[src/rtl/cfg_chain_pkg.sv]
// rtl/cfg_chain_pkg.sv - shared state encoding and helpers for the config chain loader
package cfg_chain_pkg;

   typedef enum logic [2:0] {
      IDLE,
      SHIFT,
      FLUSH,
      SET,
      DONE
   } state_t;

   function automatic int ceil_div(input int num, input int den);
      return (num + den - 1) / den;
   endfunction

endpackage

[src/rtl/cfg_chain_rb_collector.sv]
// rtl/cfg_chain_rb_collector.sv - gathers chain_return bits into readback words
// and holds them in the rb_data/rb_valid register until the consumer takes them.
module cfg_chain_rb_collector #(
   parameter int W = 32
) (
   input  logic         clk,
   input  logic         rst,
   input  logic         clear,
   input  logic         shift_now,
   input  logic         bit_in,
   input  logic         flush,
   output logic         stall,
   output logic         drained,
   output logic [W-1:0] rb_data,
   output logic         rb_valid,
   input  logic         rb_ready
);

   localparam int CW = $clog2(W + 1);
   localparam int IW = (W > 1) ? $clog2(W) : 1;
   localparam logic [CW-1:0] FULL_CNT = CW'(W);

   logic [W-1:0]  col_q;
   logic [W-1:0]  col_d;
   logic [CW-1:0] cnt_q;
   logic [CW-1:0] cnt_d;
   logic          full;
   logic          xfer;
   logic [IW-1:0] wr_idx;

   assign full    = (cnt_q == FULL_CNT);
   assign stall   = full && rb_valid && !rb_ready;
   assign xfer    = (full || (flush && (cnt_q != '0))) && (!rb_valid || rb_ready);
   assign drained = (cnt_q == '0) && !rb_valid;
   // A full collector always empties on the same edge that a new bit lands.
   assign wr_idx  = full ? '0 : cnt_q[IW-1:0];

   always_comb begin
      col_d = col_q;
      cnt_d = cnt_q;
      if (clear) begin
         col_d = '0;
         cnt_d = '0;
      end else begin
         if (xfer) begin
            col_d = '0;
            cnt_d = '0;
         end
         if (shift_now) begin
            col_d[wr_idx] = bit_in;
            cnt_d         = cnt_d + 1'b1;
         end
      end
   end

   always_ff @(posedge clk or negedge rst) begin
      if (!rst) begin
         col_q    <= '0;
         cnt_q    <= '0;
         rb_data  <= '0;
         rb_valid <= 1'b0;
      end else begin
         col_q <= col_d;
         cnt_q <= cnt_d;
         // Unfilled upper bits are already zero, which gives the flush padding.
         if (xfer) begin
            rb_data  <= col_q;
            rb_valid <= 1'b1;
         end else if (rb_ready) begin
            rb_valid <= 1'b0;
         end
      end
   end

endmodule

[src/rtl/config_chain_loader.sv]
// rtl/config_chain_loader.sv - serializes config words onto a tile shift chain,
// returns the previous chain contents as readback words, then pulses set.
module config_chain_loader
   import cfg_chain_pkg::*;
#(
   parameter int W         = 32,
   parameter int CHAIN_LEN = 256
) (
   input  logic         clk,
   input  logic         rst,
   input  logic         start,
   output logic         busy,
   output logic         done,
   input  logic [W-1:0] cfg_data,
   input  logic         cfg_valid,
   output logic         cfg_ready,
   output logic [W-1:0] rb_data,
   output logic         rb_valid,
   input  logic         rb_ready,
   output logic         chain_cen,
   output logic         chain_shift,
   output logic         chain_set,
   input  logic         chain_return
);

   localparam int NWORDS = ceil_div(CHAIN_LEN, W);
   localparam int CNT_W  = $clog2(CHAIN_LEN + 1);
   localparam int BL_W   = $clog2(W + 1);
   localparam int WI_W   = $clog2(NWORDS + 1);

   localparam logic [CNT_W-1:0] CHAIN_BITS = CNT_W'(CHAIN_LEN);
   localparam logic [CNT_W-1:0] LAST_BIT   = CNT_W'(CHAIN_LEN - 1);
   localparam logic [BL_W-1:0]  WORD_BITS  = BL_W'(W);
   localparam logic [BL_W-1:0]  ONE_BIT    = BL_W'(1);
   localparam logic [WI_W-1:0]  WORD_CNT   = WI_W'(NWORDS);

   state_t            state_q;
   state_t            state_d;
   logic [W-1:0]      word_sr_q;
   logic [BL_W-1:0]   bits_left_q;
   logic [CNT_W-1:0]  bits_done_q;
   logic [WI_W-1:0]   words_in_q;
   logic              shift_now;
   logic              last_bit;
   logic              accept;
   logic              rb_stall;
   logic              col_drained;
   logic              flush;
   logic              clear;

   assign shift_now = (state_q == SHIFT) && (bits_left_q != '0) &&
                      (bits_done_q < CHAIN_BITS) && !rb_stall;
   assign last_bit  = shift_now && (bits_done_q == LAST_BIT);
   // Reload while the last bit of the current word is leaving keeps the chain busy every cycle.
   assign cfg_ready = (state_q == SHIFT) && (words_in_q < WORD_CNT) &&
                      ((bits_left_q == '0) || ((bits_left_q == ONE_BIT) && shift_now));
   assign accept    = cfg_valid && cfg_ready;
   assign clear     = (state_q == IDLE) && start;

   assign chain_cen   = shift_now;
   assign chain_shift = shift_now && word_sr_q[0];

   always_ff @(posedge clk or negedge rst) begin
      if (!rst) begin
         state_q <= IDLE;
      end else begin
         state_q <= state_d;
      end
   end

   always_comb begin
      state_d   = state_q;
      busy      = (state_q != IDLE);
      done      = 1'b0;
      chain_set = 1'b0;
      flush     = 1'b0;
      case (state_q)
         IDLE:    if (start) state_d = SHIFT;
         SHIFT:   if (last_bit) state_d = FLUSH;
         FLUSH: begin
            flush = 1'b1;
            if (col_drained) state_d = SET;
         end
         SET: begin
            chain_set = 1'b1;
            state_d   = DONE;
         end
         DONE: begin
            done    = 1'b1;
            state_d = IDLE;
         end
         default: state_d = IDLE;
      endcase
   end

   always_ff @(posedge clk or negedge rst) begin
      if (!rst) begin
         word_sr_q   <= '0;
         bits_left_q <= '0;
         bits_done_q <= '0;
         words_in_q  <= '0;
      end else if (state_q == IDLE) begin
         if (start) begin
            bits_left_q <= '0;
            bits_done_q <= '0;
            words_in_q  <= '0;
         end
      end else if (state_q == SHIFT) begin
         if (accept) begin
            word_sr_q   <= cfg_data;
            bits_left_q <= WORD_BITS;
            words_in_q  <= words_in_q + 1'b1;
         end else if (shift_now) begin
            word_sr_q   <= word_sr_q >> 1;
            // Bits of the final word past the chain end are dropped here.
            bits_left_q <= last_bit ? '0 : bits_left_q - 1'b1;
         end
         if (shift_now) begin
            bits_done_q <= bits_done_q + 1'b1;
         end
      end
   end

   cfg_chain_rb_collector #(
      .W (W)
   ) u_rb_collector (
      .clk       (clk),
      .rst       (rst),
      .clear     (clear),
      .shift_now (shift_now),
      .bit_in    (chain_return),
      .flush     (flush),
      .stall     (rb_stall),
      .drained   (col_drained),
      .rb_data   (rb_data),
      .rb_valid  (rb_valid),
      .rb_ready  (rb_ready)
   );

endmodule

[config.mk]
export PLATFORM = sky130hd
export DESIGN_NAME = config_chain_loader
export DESIGN_NICKNAME = d
export VERILOG_FILES = /design/src/rtl/cfg_chain_pkg.sv /design/src/rtl/cfg_chain_rb_collector.sv /design/src/rtl/config_chain_loader.sv
export SDC_FILE = /design/constraint.sdc
export NUM_CORES = 1
export LEC_CHECK = 0
export CORE_ASPECT_RATIO = 0.75
export CORE_MARGIN = 1
export CORE_UTILIZATION = 29
export CTS_CLUSTER_SIZE = 12
export DETAILED_ROUTE_END_ITERATION = 8
export GPL_TIMING_DRIVEN = 0
export PLACE_DENSITY = 0.59
export SETUP_SLACK_MARGIN = 0.5
export SLEW_MARGIN = 10
export SYNTH_ARGS = -nofsm -noshare
export SYNTH_HDL_FRONTEND = slang
export SYNTH_SLANG_ARGS = --single-unit
[constraint.sdc]
create_clock -name clk -period 5.2 [get_ports clk]
set_input_delay 0.78 -clock clk [delete_from_list [all_inputs] [get_ports clk]]
set_output_delay 0.78 -clock clk [all_outputs]
set_load 0.1 [all_outputs]
---- After elaboration in Yosys (flattened, before gate mapping) ----
Index checks and enable logic that the tools add are counted.
cells by class
  mux-type cells .......................... 37
  shifts and indexed selects .............. 0
  bitwise operators ....................... 1
  equality and inequality tests ........... 10
  magnitude comparators ................... 4
  divide/modulo/power cells ............... 0
  add/subtract/negate cells ............... 4
  multipliers ............................. 0
  reductions and logical operators ........ 39
operators with widths
  operator                                                                       number
  32-bit two-way mux                                                             6
  6-bit two-way mux                                                              10
  9-bit two-way mux                                                              4
  32-bit bitwise mux                                                             1
  1-bit logical AND                                                              16
  4-bit two-way mux                                                              4
  3-bit AND reduction                                                            5
  6-bit zero test                                                                2
  3-bit case mux with 4 select lines                                             1
  6-bit nonzero test                                                             2
  2-bit nonzero test                                                             5
  9-bit by 1-bit adder with 9-bit output (second input constant)                 1
  9-bit by 8-bit == test with 1-bit output (second input constant)               1
  9-bit less-than comparator (second input constant)                             1
  3-bit two-way mux                                                              3
  6-bit by 1-bit adder with 6-bit output (second input constant)                 1
  3-bit by 2-bit == test with 1-bit output (second input constant)               2
  6-bit by 1-bit == test with 1-bit output (second input constant)               1
  6-bit == test (second input constant)                                          1
  5-bit by 6-bit less-than comparator with 1-bit output (second input constant)  1
  1-bit two-way mux                                                              6
  2-bit inequality test (second input constant)                                  3
  3-bit nonzero test                                                             2
  6-bit by 1-bit subtractor with 6-bit output (second input constant)            1
  other kinds (11)                                                               15
word-level totals
  output and inout port bits .............. 39
  latch bits .............................. 0
  memory bits (read-only) ................. 0
  RAM bits ................................ 0
  word-level logic and storage cells ...... 104
  memories ................................ 0
  register bits after elaboration ......... 125
  input bits .............................. 38

---- Depth between registers and ports, before layout ----
Gate-level depths: netlist (run 1).
  depth after elaboration ................. 12
  mapped depth ............................ 9
  gate-level depth less buffers ........... 8

---- By module ----
Synthesis (run 1) repeated with hierarchy kept, for this count alone.
unflattened totals
  cells, all modules ...................... 542
  area total of the unflattened synthesis .. 5,960.7 µm²
modules (own cells, without submodules)
  module                  area an instance (µm²)  cells each  instances
  cfg_chain_rb_collector  3,184.3                 265         1
  config_chain_loader     2,776.4                 277         1

---- Least setup slack after synthesis (run 1) ----
No wires, ideal clock.
  path kind ............................... flip-flop to output port
  start point ............................. reg u_rb_collector.rb_valid
  end point ............................... out cfg_ready
  setup slack ............................. 0.678 ns
  arrival ................................. 3.742 ns
  stages on the path, launching flop included .. 7
  buffers on the path ..................... 2
  path through ............................ dfrtp_1 -> nand2b_1 -> or4b_1 -> buf_2 -> a31oi_4 -> buf_2 -> nor3_1
on the way
  word-level cells in the longest chain between the ends .. 7
RTL lines
  element                          RTL line                      text
  start, declared                  cfg_chain_rb_collector.sv:15  output logic rb_valid,
  start signal, assigned           cfg_chain_rb_collector.sv:61  rb_valid <= 1'b0;
  start signal, assigned           cfg_chain_rb_collector.sv:68  rb_valid <= 1'b1;
  start signal, assigned           cfg_chain_rb_collector.sv:70  rb_valid <= 1'b0;
  1-bit logical AND (2 in series)  cfg_chain_rb_collector.sv:32  assign stall = full && rb_valid && !rb_ready;
  1-bit zero test                  config_chain_loader.sv:52     (bits_done_q < CHAIN_BITS) && !rb_stall;
  1-bit logical AND                config_chain_loader.sv:52
  1-bit logical AND                config_chain_loader.sv:56     ((bits_left_q == '0) || ((bits_left_q == ONE_BIT) && shift_now));
  1-bit logical OR                 config_chain_loader.sv:56
  1-bit logical AND                config_chain_loader.sv:55     assign cfg_ready = (state_q == SHIFT) && (words_in_q < WORD_CNT) &&
  end, declared                    config_chain_loader.sv:16     output logic cfg_ready,
No other way between the ends.

---- Worst setup path after layout (run 1) ----
  start point ............................. reg state_q[1]
  end point ............................... out chain_cen
on the way
  word-level cells in the longest chain between the ends .. 4
RTL lines
  element                                   RTL line                   text
  start, declared                           config_chain_loader.sv:37  state_t state_q;
  start signal, assigned                    config_chain_loader.sv:67  state_q <= state_d;
  3-bit by 1-bit == test with 1-bit output  config_chain_loader.sv:51  assign shift_now = (state_q == SHIFT) && (bits_left_q != '0) &&
  1-bit logical AND (2 in series)           config_chain_loader.sv:51
  1-bit logical AND                         config_chain_loader.sv:52
  end, declared                             config_chain_loader.sv:20  output logic chain_cen,
No other way between the ends.

==> results of run 1 <==
==> state kept, by name (all words and copies together), names as in the netlist <==
register / flops
u_rb_collector.rb_data: 32
words_in_q: 4
u_rb_collector.cnt_q: 6
bits_done_q: 9
state_q: 3
u_rb_collector.col_q: 32
bits_left_q: 6
word_sr_q: 32
u_rb_collector.rb_valid: 1
==> path summary, 6_finish.rpt <==
kind	slack, ps	to	depth (start not counted)	start
min	320	u_rb_collector.rb_data[6]	1	rst
min reg2reg	480	bits_done_q[6]	1	bits_done_q[6]
max reg2reg	2190	u_rb_collector.col_q[15]	8	u_rb_collector.cnt_q[4]
max	800	chain_cen	7	state_q[1]
min in group clk	480	bits_done_q[6]	1	bits_done_q[6]
max in group asynchronous	4160	state_q[2]	2	rst
==> stage by stage <==
step / power, mW / TNS [ps]
global placement: 2.72 / -237430
CTS: 3.88 / 0
floorplan: 2.35 / 0
global route: 4.10 / 0
finish: 3.85 / 0
detailed placement: 2.74 / 0
==> worst max-delay path: stages, from the launching register on <==
cell                              delay (ps)
sky130_fd_sc_hd__dfrtp_1                 350
sky130_fd_sc_hd__clkbuf_1                210
sky130_fd_sc_hd__nor4b_2                 570
sky130_fd_sc_hd__a21boi_2                510
sky130_fd_sc_hd__nand2_1                 270
sky130_fd_sc_hd__inv_1                   210
sky130_fd_sc_hd__clkbuf_1                440
sky130_fd_sc_hd__clkdlybuf4s15_2         640
==> cell usage in the layout, fill, tap and decap left out, types with 7 or more instances in the layout <==
master and count:
sky130_fd_sc_hd__dfrtp_1 125, sky130_fd_sc_hd__nand2_1 105, sky130_fd_sc_hd__clkdlybuf4s50_1 73, sky130_fd_sc_hd__nor3_1 45, sky130_fd_sc_hd__nand3_1 34, sky130_fd_sc_hd__a31oi_1 33, sky130_fd_sc_hd__mux2_2 32, sky130_fd_sc_hd__clkbuf_1 31
sky130_fd_sc_hd__nor2_1 20, sky130_fd_sc_hd__mux2i_1 20, sky130_fd_sc_hd__clkbuf_16 17, sky130_fd_sc_hd__buf_2 10, sky130_fd_sc_hd__o22ai_1 9, sky130_fd_sc_hd__inv_1 9, sky130_fd_sc_hd__nor4_1 9, sky130_fd_sc_hd__o21ai_0 7
sky130_fd_sc_hd__xor2_1 7, sky130_fd_sc_hd__clkinv_2 7
==> kinds of logic (layout without fill, tap and decap cells) <==
kind of cell / count (synthesis) / after routing
compound gates: 79 / 79
xor+xnor: 10 / 10
fa+ha+maj: 6 / 6
flops: 125 / 125
simple gates: 257 / 257
buf+inv: 51 / 159
mux: 52 / 52
==> synth_stat cells, types with 2 or more instances <==
master | instances | area [µm²]
sky130_fd_sc_hd__clkbuf_1 | 27 | 101
sky130_fd_sc_hd__nand2_1 | 105 | 394
sky130_fd_sc_hd__o211ai_1 | 2 | 15.0
sky130_fd_sc_hd__a31oi_1 | 33 | 206
sky130_fd_sc_hd__a31o_2 | 2 | 17.5
sky130_fd_sc_hd__or3_1 | 5 | 31.3
sky130_fd_sc_hd__nor2_1 | 20 | 75.1
sky130_fd_sc_hd__nand2b_1 | 6 | 37.5
sky130_fd_sc_hd__and2_1 | 5 | 31.3
sky130_fd_sc_hd__or4_1 | 6 | 45.0
sky130_fd_sc_hd__nand4_1 | 4 | 25.0
sky130_fd_sc_hd__a21oi_1 | 5 | 25.0
sky130_fd_sc_hd__o22ai_1 | 9 | 56.3
sky130_fd_sc_hd__inv_1 | 9 | 33.8
sky130_fd_sc_hd__nor2b_1 | 2 | 12.5
sky130_fd_sc_hd__a32o_1 | 6 | 60.1
sky130_fd_sc_hd__nor3b_1 | 6 | 45.0
sky130_fd_sc_hd__nor4_1 | 9 | 56.3
sky130_fd_sc_hd__xor2_1 | 7 | 61.3
sky130_fd_sc_hd__nor3_1 | 45 | 225
sky130_fd_sc_hd__buf_6 | 3 | 33.8
sky130_fd_sc_hd__o21ai_0 | 7 | 35.0
sky130_fd_sc_hd__buf_4 | 2 | 15.0
sky130_fd_sc_hd__dfrtp_1 | 125 | 3130
sky130_fd_sc_hd__mux2_2 | 32 | 360
sky130_fd_sc_hd__buf_2 | 10 | 50.1
sky130_fd_sc_hd__ha_1 | 6 | 75.1
sky130_fd_sc_hd__xnor2_1 | 3 | 26.3
sky130_fd_sc_hd__mux2i_1 | 20 | 200
sky130_fd_sc_hd__nand3_1 | 34 | 170
sky130_fd_sc_hd__o31ai_1 | 6 | 45.0
sky130_fd_sc_hd__a211o_1 | 2 | 17.5
==> report_power, final <==
group	internal, mW	switching [mW]	leakage [nW]
clock network	0.708	0.411	0.277
registers	1.21	0.155	1.64
logic	0.451	0.911	1.31
==> layout make-up <==
cell class	instances	area [µm²]	share of cell area
Sequential cell	125	3130	0.416
Inverter	9	33.8	0.00449
Clock buffer	22	454	0.0603
Buffer	42	200	0.0266
Tap cell	253	317	0.0421
Clock inverter	9	95.1	0.0126
Multi-Input combinational cell	404	2510	0.333
Timing Repair Buffer	77	790	0.105
==> what timing repair did <==
item | CTS | global route
endpoints found under the setup margin | 2 | 1
buffers inserted | 0 | 0
resized for setup | 4 | 1
==> metal layers <==
layer,wire length [µm],vias to the layer above,part of all wire
met4,163,0,0.011
met2,6050,117,0.41
met3,882,12,0.060
met5,0,-,0
met1,7700,2252,0.52
li1,-,2271,-
==> flow_results.org, run 1 <==
** Run status
- Outcome :: finished with violations
- Violated checks :: design-rule violations

** Timing
- In the post-route analysis, the smallest setup slack over all paths is 798 ps.
- Setup violators final :: 0
- Number of hold violations in the final report :: 0
- Fraction of the cycle the final worst path needs :: 0.847
- Min Hold Slack :: 323 ps
- The total count of max-transition violations in the final report came to 0.
- Unrepaired setup endpoints after global routing :: false
- Setup clock skew after layout :: 7.60 ps
- Based on the critical path, the design can be clocked at up to 0.227 GHz.
- Final critical path time including I/O delays and setup :: 4400 ps
- Tightest slew margin relative to the limit :: 0.305
- At the pin with the least slew margin, the transition time is 1030 ps.

** Layout
- In the final design database the tool counted 720 nets.
- Non-filler cells, final :: 941
- Relative to the synthesized area, the layout overhead comes to 28.3%.
- Ant diodes :: 0
- End-of-flow core utilization :: 0.384
- Filler cells :: 1952
- Design Area, Final :: 7530 µm²
- Fraction of layout instances using a drive strength above 1 :: 0.122

** Synth
- Of all flip-flops after synthesis, the portion carrying an async set or reset was 1.00.
- In this run, synthesis produced a sequential element count of 125.
- Measured against the total synthesized area, the mux share comes to 0.0955.
- The number of nets in the synthesized netlist is 624.
- Summing every instance area after synthesis gives 5870 µm².
- Predominant post-synthesis flop cell :: sky130_fd_sc_hd__dfrtp_1
- Post-synthesis compound-gate area fraction :: 0.0928
- For this run, the number of Yosys warnings is 0.
- Synthesis handed over a netlist of 580 instances.
- Synth Area in Adders :: 0.0128
- Sequential cell area fraction in the yosys report :: 0.533
- The netlist uses 49 different library cells.
- Area share of xor/xnor cells in the synthesized design :: 0.0149
- Of the total synthesized cell area, the portion taken by AND, OR, NAND and NOR gates is 0.211.
- Mean instance size in the synthesized netlist :: 10.1 µm²
- Combinational family with the most area after synthesis :: simple AND/OR/NAND/NOR gates
- Number of synthesized flops with an enable pin :: 0

** Pwr
- Dividing total power by cell area gives a power density of 511 nW/µm².
- Summed over all cells, the static leakage comes to 3.23 nW.
- Peak ir drop on the vdd network :: 0.264 mV

** Placed design
- Last weighted congestion value of the routability-driven placer :: 0.829
- Summed over all nets, the half-perimeter wirelength after detailed placement is 10.3 mm.
- Instance area at placement :: 6970 µm²
- At the placement stage, the worst setup path has a slack of 325 ps.
- Buffers placed on the I/O ports in this run total 76.
- Placed cells :: 910

** Clock tree
- Clock tree from TritonCTS :: built
- Clock-pin slew was measured on the worst setup and hold paths at 60 ps.
- TritonCTS buffer count :: 17
- Number of levels in the clock H-tree :: 4
- Clock Latency Late Sink :: 420 ps
- CTS placed an instance of sky130_fd_sc_hd__clkbuf_16 at the clock tree root.
- Total of hold buffers inserted after clock tree synthesis :: 0
- Longest Clk Path Bufs :: 2
- The clock drives 125 sinks.

** Worst setup path
- Along the worst path, the maximum fanout reaches 10.
- The critical path is of the reg2out type.
- Signal arrival time at the worst endpoint :: 3620 ps
- Worst path required time :: 4420 ps
- CP Capture Type :: output port
- The worst setup path is launched from a flip-flop.

** Min path
- The tightest min-delay check is of the in2async type.

** Global route
- First-pass GRT wire length :: 25.1 mm
- For this run, global-route usage on met1 was measured as 0.227.
- Summed over all layers, the global routing overflow is 0.
- Antenna violations before repair :: 0
- Busiest layer in global routing :: met1
- Number of global-route vias before repair :: 4762
- Overall fraction of global-route tracks in use :: 0.152
- Entering global routing, the biggest net connects 70 pins.
- Routing usage on met2 :: 0.210
- In the global route stage, met3 resource usage came out at 0.0421.

** Routing
- DRT antenna net count :: 0
- First-pass DRT Iterations :: 7
- Dividing the detail-routed via count by the number of cells gives 4.94.
- Post-Route WL :: 14.8 mm
- Total vias in the final route :: 4652
- Post-route DRC violation count :: 7
- For this block, the initial DRC count from the detailed router was 397.
- Drt wl/cell :: 15.7 µm

** Flow run
- Max-cap violations in this run came to 0.

** Die
- The core region is 19600 µm².
- The die covers 20800 µm².
- The floorplan step set the die width to 166 µm.
- Count of pins on the block boundary :: 77
- In this run the vertical extent of the chip is 125 µm.
- In this run the core area contains 44 standard-cell rows.
- The initial utilization of the core area, before any placement, comes to 0.299.
Power figures use the tool's default switching activity.
==> run 2: changes to the inputs <==
Settings changed: PLACE_DENSITY 0.59 to 0.61.
Clock period 5.2 ns to 3.71 ns, I/O delays scaled along.
==> run 2 against run 1 <==
The run still ends with design-rule violations left. Clock power rose by 50%. Combinational power rose by 51%. Worst setup slack got worse by 270 ps.
==> flow_results.org, run 2 (synthesis results as in run 1) <==
** Clock tree
- The count of clock tree sinks was 125 (unchanged).
- Clock Latency Late Sink :: 410 ps (about the same)
- The level count of the clock H-tree is 4 (unchanged).
- CTS clock-pin slew for the worst setup and hold paths :: 60 ps (about the same)
- Clock tree from TritonCTS :: built
- Clk Tree Root Cell :: sky130_fd_sc_hd__clkbuf_16
- Longest Clk Path Bufs :: 2 (unchanged)
- TritonCTS buffer count :: 17 (unchanged)

** Layout
- End-of-flow core utilization :: 0.393 (+0.00881)
- From synthesis to final layout, the design area changed by 31.2%.
- The post-route cell area came to 7700 µm² (+2.3%).
- Most common library cell in the layout ignoring fill and taps :: sky130_fd_sc_hd__dfrtp_1
- Fraction of layout instances using a drive strength above 1 :: 0.142 (+0.0197)
- Ant diodes :: 0 (unchanged)
- The largest registers in the layout are u_rb_collector.col_q: 32 flops, u_rb_collector.rb_data: 32 flops, word_sr_q: 32 flops.
- Most frequent cells in the layout :: sky130_fd_sc_hd__dfrtp_1 (125), sky130_fd_sc_hd__nand2_1 (104), sky130_fd_sc_hd__clkdlybuf4s50_1 (70), sky130_fd_sc_hd__nor3_1 (44), sky130_fd_sc_hd__nand3_1 (34)
- Non-filler cells, final :: 944 (+0.32%)
- The net total in the final layout is 724 (+0.56%).

** Min path
- The worst hold path belongs to the class in2async.

** Placed design
- Instance area at placement :: 6990 µm² (+0.25%)
- The detailed placer's ending HPWL is 10.3 mm (-0.55%).
- The number of buffers added on ports is 76 (unchanged).
- The cell total after placement came to 910 (unchanged).
- Pre-CTS setup slack :: -739 ps (-1060 ps)
- Last weighted congestion value of the routability-driven placer :: 0.842 (+1.6%)

** Timing
- Dividing the final minimum period by the clock period gives 0.858.
- Tightest slew margin relative to the limit :: 0.281 (-0.0247)
- Final worst setup slack :: 528 ps (-270 ps)
- Final critical path time including I/O delays and setup :: 3180 ps
- The hold violation total from the final report is 0 (unchanged).
- Min Hold Slack :: 153 ps (-170 ps)
- Final max-slew violation count :: 0 (unchanged)
- Summed negative setup slack over all endpoints :: 0 ps (unchanged)
- Unrepaired setup endpoints after global routing :: true
- Setup violators final :: 0 (unchanged)
- Derived from the worst setup path, the maximum achievable clock frequency is 0.314 GHz.
- The measured slew at the worst slew-check pin is 1060 ps (+36.6 ps).
- Setup clock skew after layout :: 7.11 ps (-0.485 ps)

** Global route
- Total grt overflow :: 0 (unchanged)
- Antenna violations before repair :: 0 (unchanged)
- Number of global-route vias before repair :: 4597 (-3.5%)
- Overall fraction of global-route tracks in use :: 0.150 (-0.00255)
- The global-route wire length before repair is 24.7 mm (-1.5%).
- Largest net degree at the start of global routing :: 74 (+5.7%)

** Run status
- Outcome :: finished with violations
- The final reports fail on design-rule violations.

** Routing
- Number of vias per cell :: 4.94 (about the same)
- The final antenna-violating net count is 0 (unchanged).
- The detail-routed net length per standard cell came to 15.9 µm (+1.1%).
- The number of design rule violations left after detail routing is 6 (-1).
- The total wire length came to 15.0 mm (+1.4%).
- The total number of vias was 4668 (+0.34%).
- The detailed-router iteration count before antenna repair came to 7 (unchanged).
- 1st-iter DRT viols :: 359 (-9.6%)

** Worst setup path
- By startpoint and endpoint, the worst setup path is classified as reg2out.
- The worst setup path is launched from a flip-flop.
- Worst path required time :: 3150 ps (-1270 ps)
- Signal arrival time at the worst endpoint :: 2630 ps (-990 ps)
- CP Capture Type :: output port
- Peak fanout along the critical path :: 7 (-3)

** Die
- Starting density of the core :: 0.299 (unchanged)
- The floorplan die height is 125 µm (unchanged).
- The total I/O pin count is 77 (unchanged).
- The area of the core region came to 19600 µm² (unchanged).
- The standard-cell row count is 44 (unchanged).
- The die area was 20800 µm² (unchanged).
- Die width :: 166 µm (unchanged)

** Pwr
- Internal power :: 3.53 mW (+49%)
- Switching power of the nets :: 2.12 mW (+44%)
- The power density relative to cell area came to 734 nW/µm² (+44%).
- The switching part of the total was 0.375 (-0.00860).
- Sequential Power Share :: 0.339 (-0.016)
- The final total power is 5.65 mW (+47%).
- Peak ir drop on the vdd network :: 0.316 mV (+20%)
- The static leakage is 3.32 nW (+2.7%).
- The combinational power share came to 0.364 (+0.010).
- Share of total power in the clock network :: 0.297 (+0.006)

** Flow run
- The count of max-cap constraint violations is 0 (unchanged).
## run 2: area by class of cell
class,count,area (µm²)
Buffer,42,231
Clock buffer,23,478
Clock inverter,7,113
Fill cell,1916,11900
Inverter,9,33.8
Multi-Input combinational cell,404,2560
Sequential cell,125,3130
Tap cell,253,317
Timing Repair Buffer,81,842
## run 2: per-layer routing
metal  track usage  up-vias  routed length (µm)
met1         0.219     2258                7580
met3        0.0484        7                1080
met4        0.0359        0                 111
met5             0        -                   0
met2         0.212      127                6230
li1              -     2276                   -
## run 2: worst max-delay path, stage by stage, from the launching register on
cell and delay, ps:
sky130_fd_sc_hd__dfrtp_1 380, sky130_fd_sc_hd__or4_4 530, sky130_fd_sc_hd__buf_6 140, sky130_fd_sc_hd__or4b_4 480, sky130_fd_sc_hd__buf_6 150, sky130_fd_sc_hd__a31oi_4 170, sky130_fd_sc_hd__buf_6 140, sky130_fd_sc_hd__nor3_4 40
sky130_fd_sc_hd__buf_12 160
## run 2: repair_timing
item,in CTS,in global routing
pin swaps,1,0
hold buffers,0,0
buffers inserted,4,0
endpoints found under the hold margin,0,0
resized for setup,37,8
endpoints found under the setup margin,4,5
## run 2: final timing paths
check | startpoint | to | slack, ps | cells past startpoint
setup / recovery | u_rb_collector.cnt_q[4] | cfg_ready | 530 | 8
hold / removal | rst | word_sr_q[8] | 150 | 1
setup reg to reg | u_rb_collector.cnt_q[4] | u_rb_collector.col_q[22] | 780 | 8
hold reg to reg | words_in_q[2] | words_in_q[2] | 480 | 1
max in group asynchronous | rst | u_rb_collector.col_q[6] | 2850 | 2
min in group clk | words_in_q[2] | words_in_q[2] | 480 | 1
## run 2: power by group through the flow
stage / clock [mW] / sequential [mW] / combinational (mW)
after detailed placement: 0 / 1.93 / 1.92
final: 1.68 / 1.92 / 2.06
after global routing: 1.76 / 1.96 / 2.27
after CTS: 1.70 / 1.91 / 2.05
after global placement: 0 / 1.93 / 1.89
after floorplan: 0 / 2.00 / 1.30
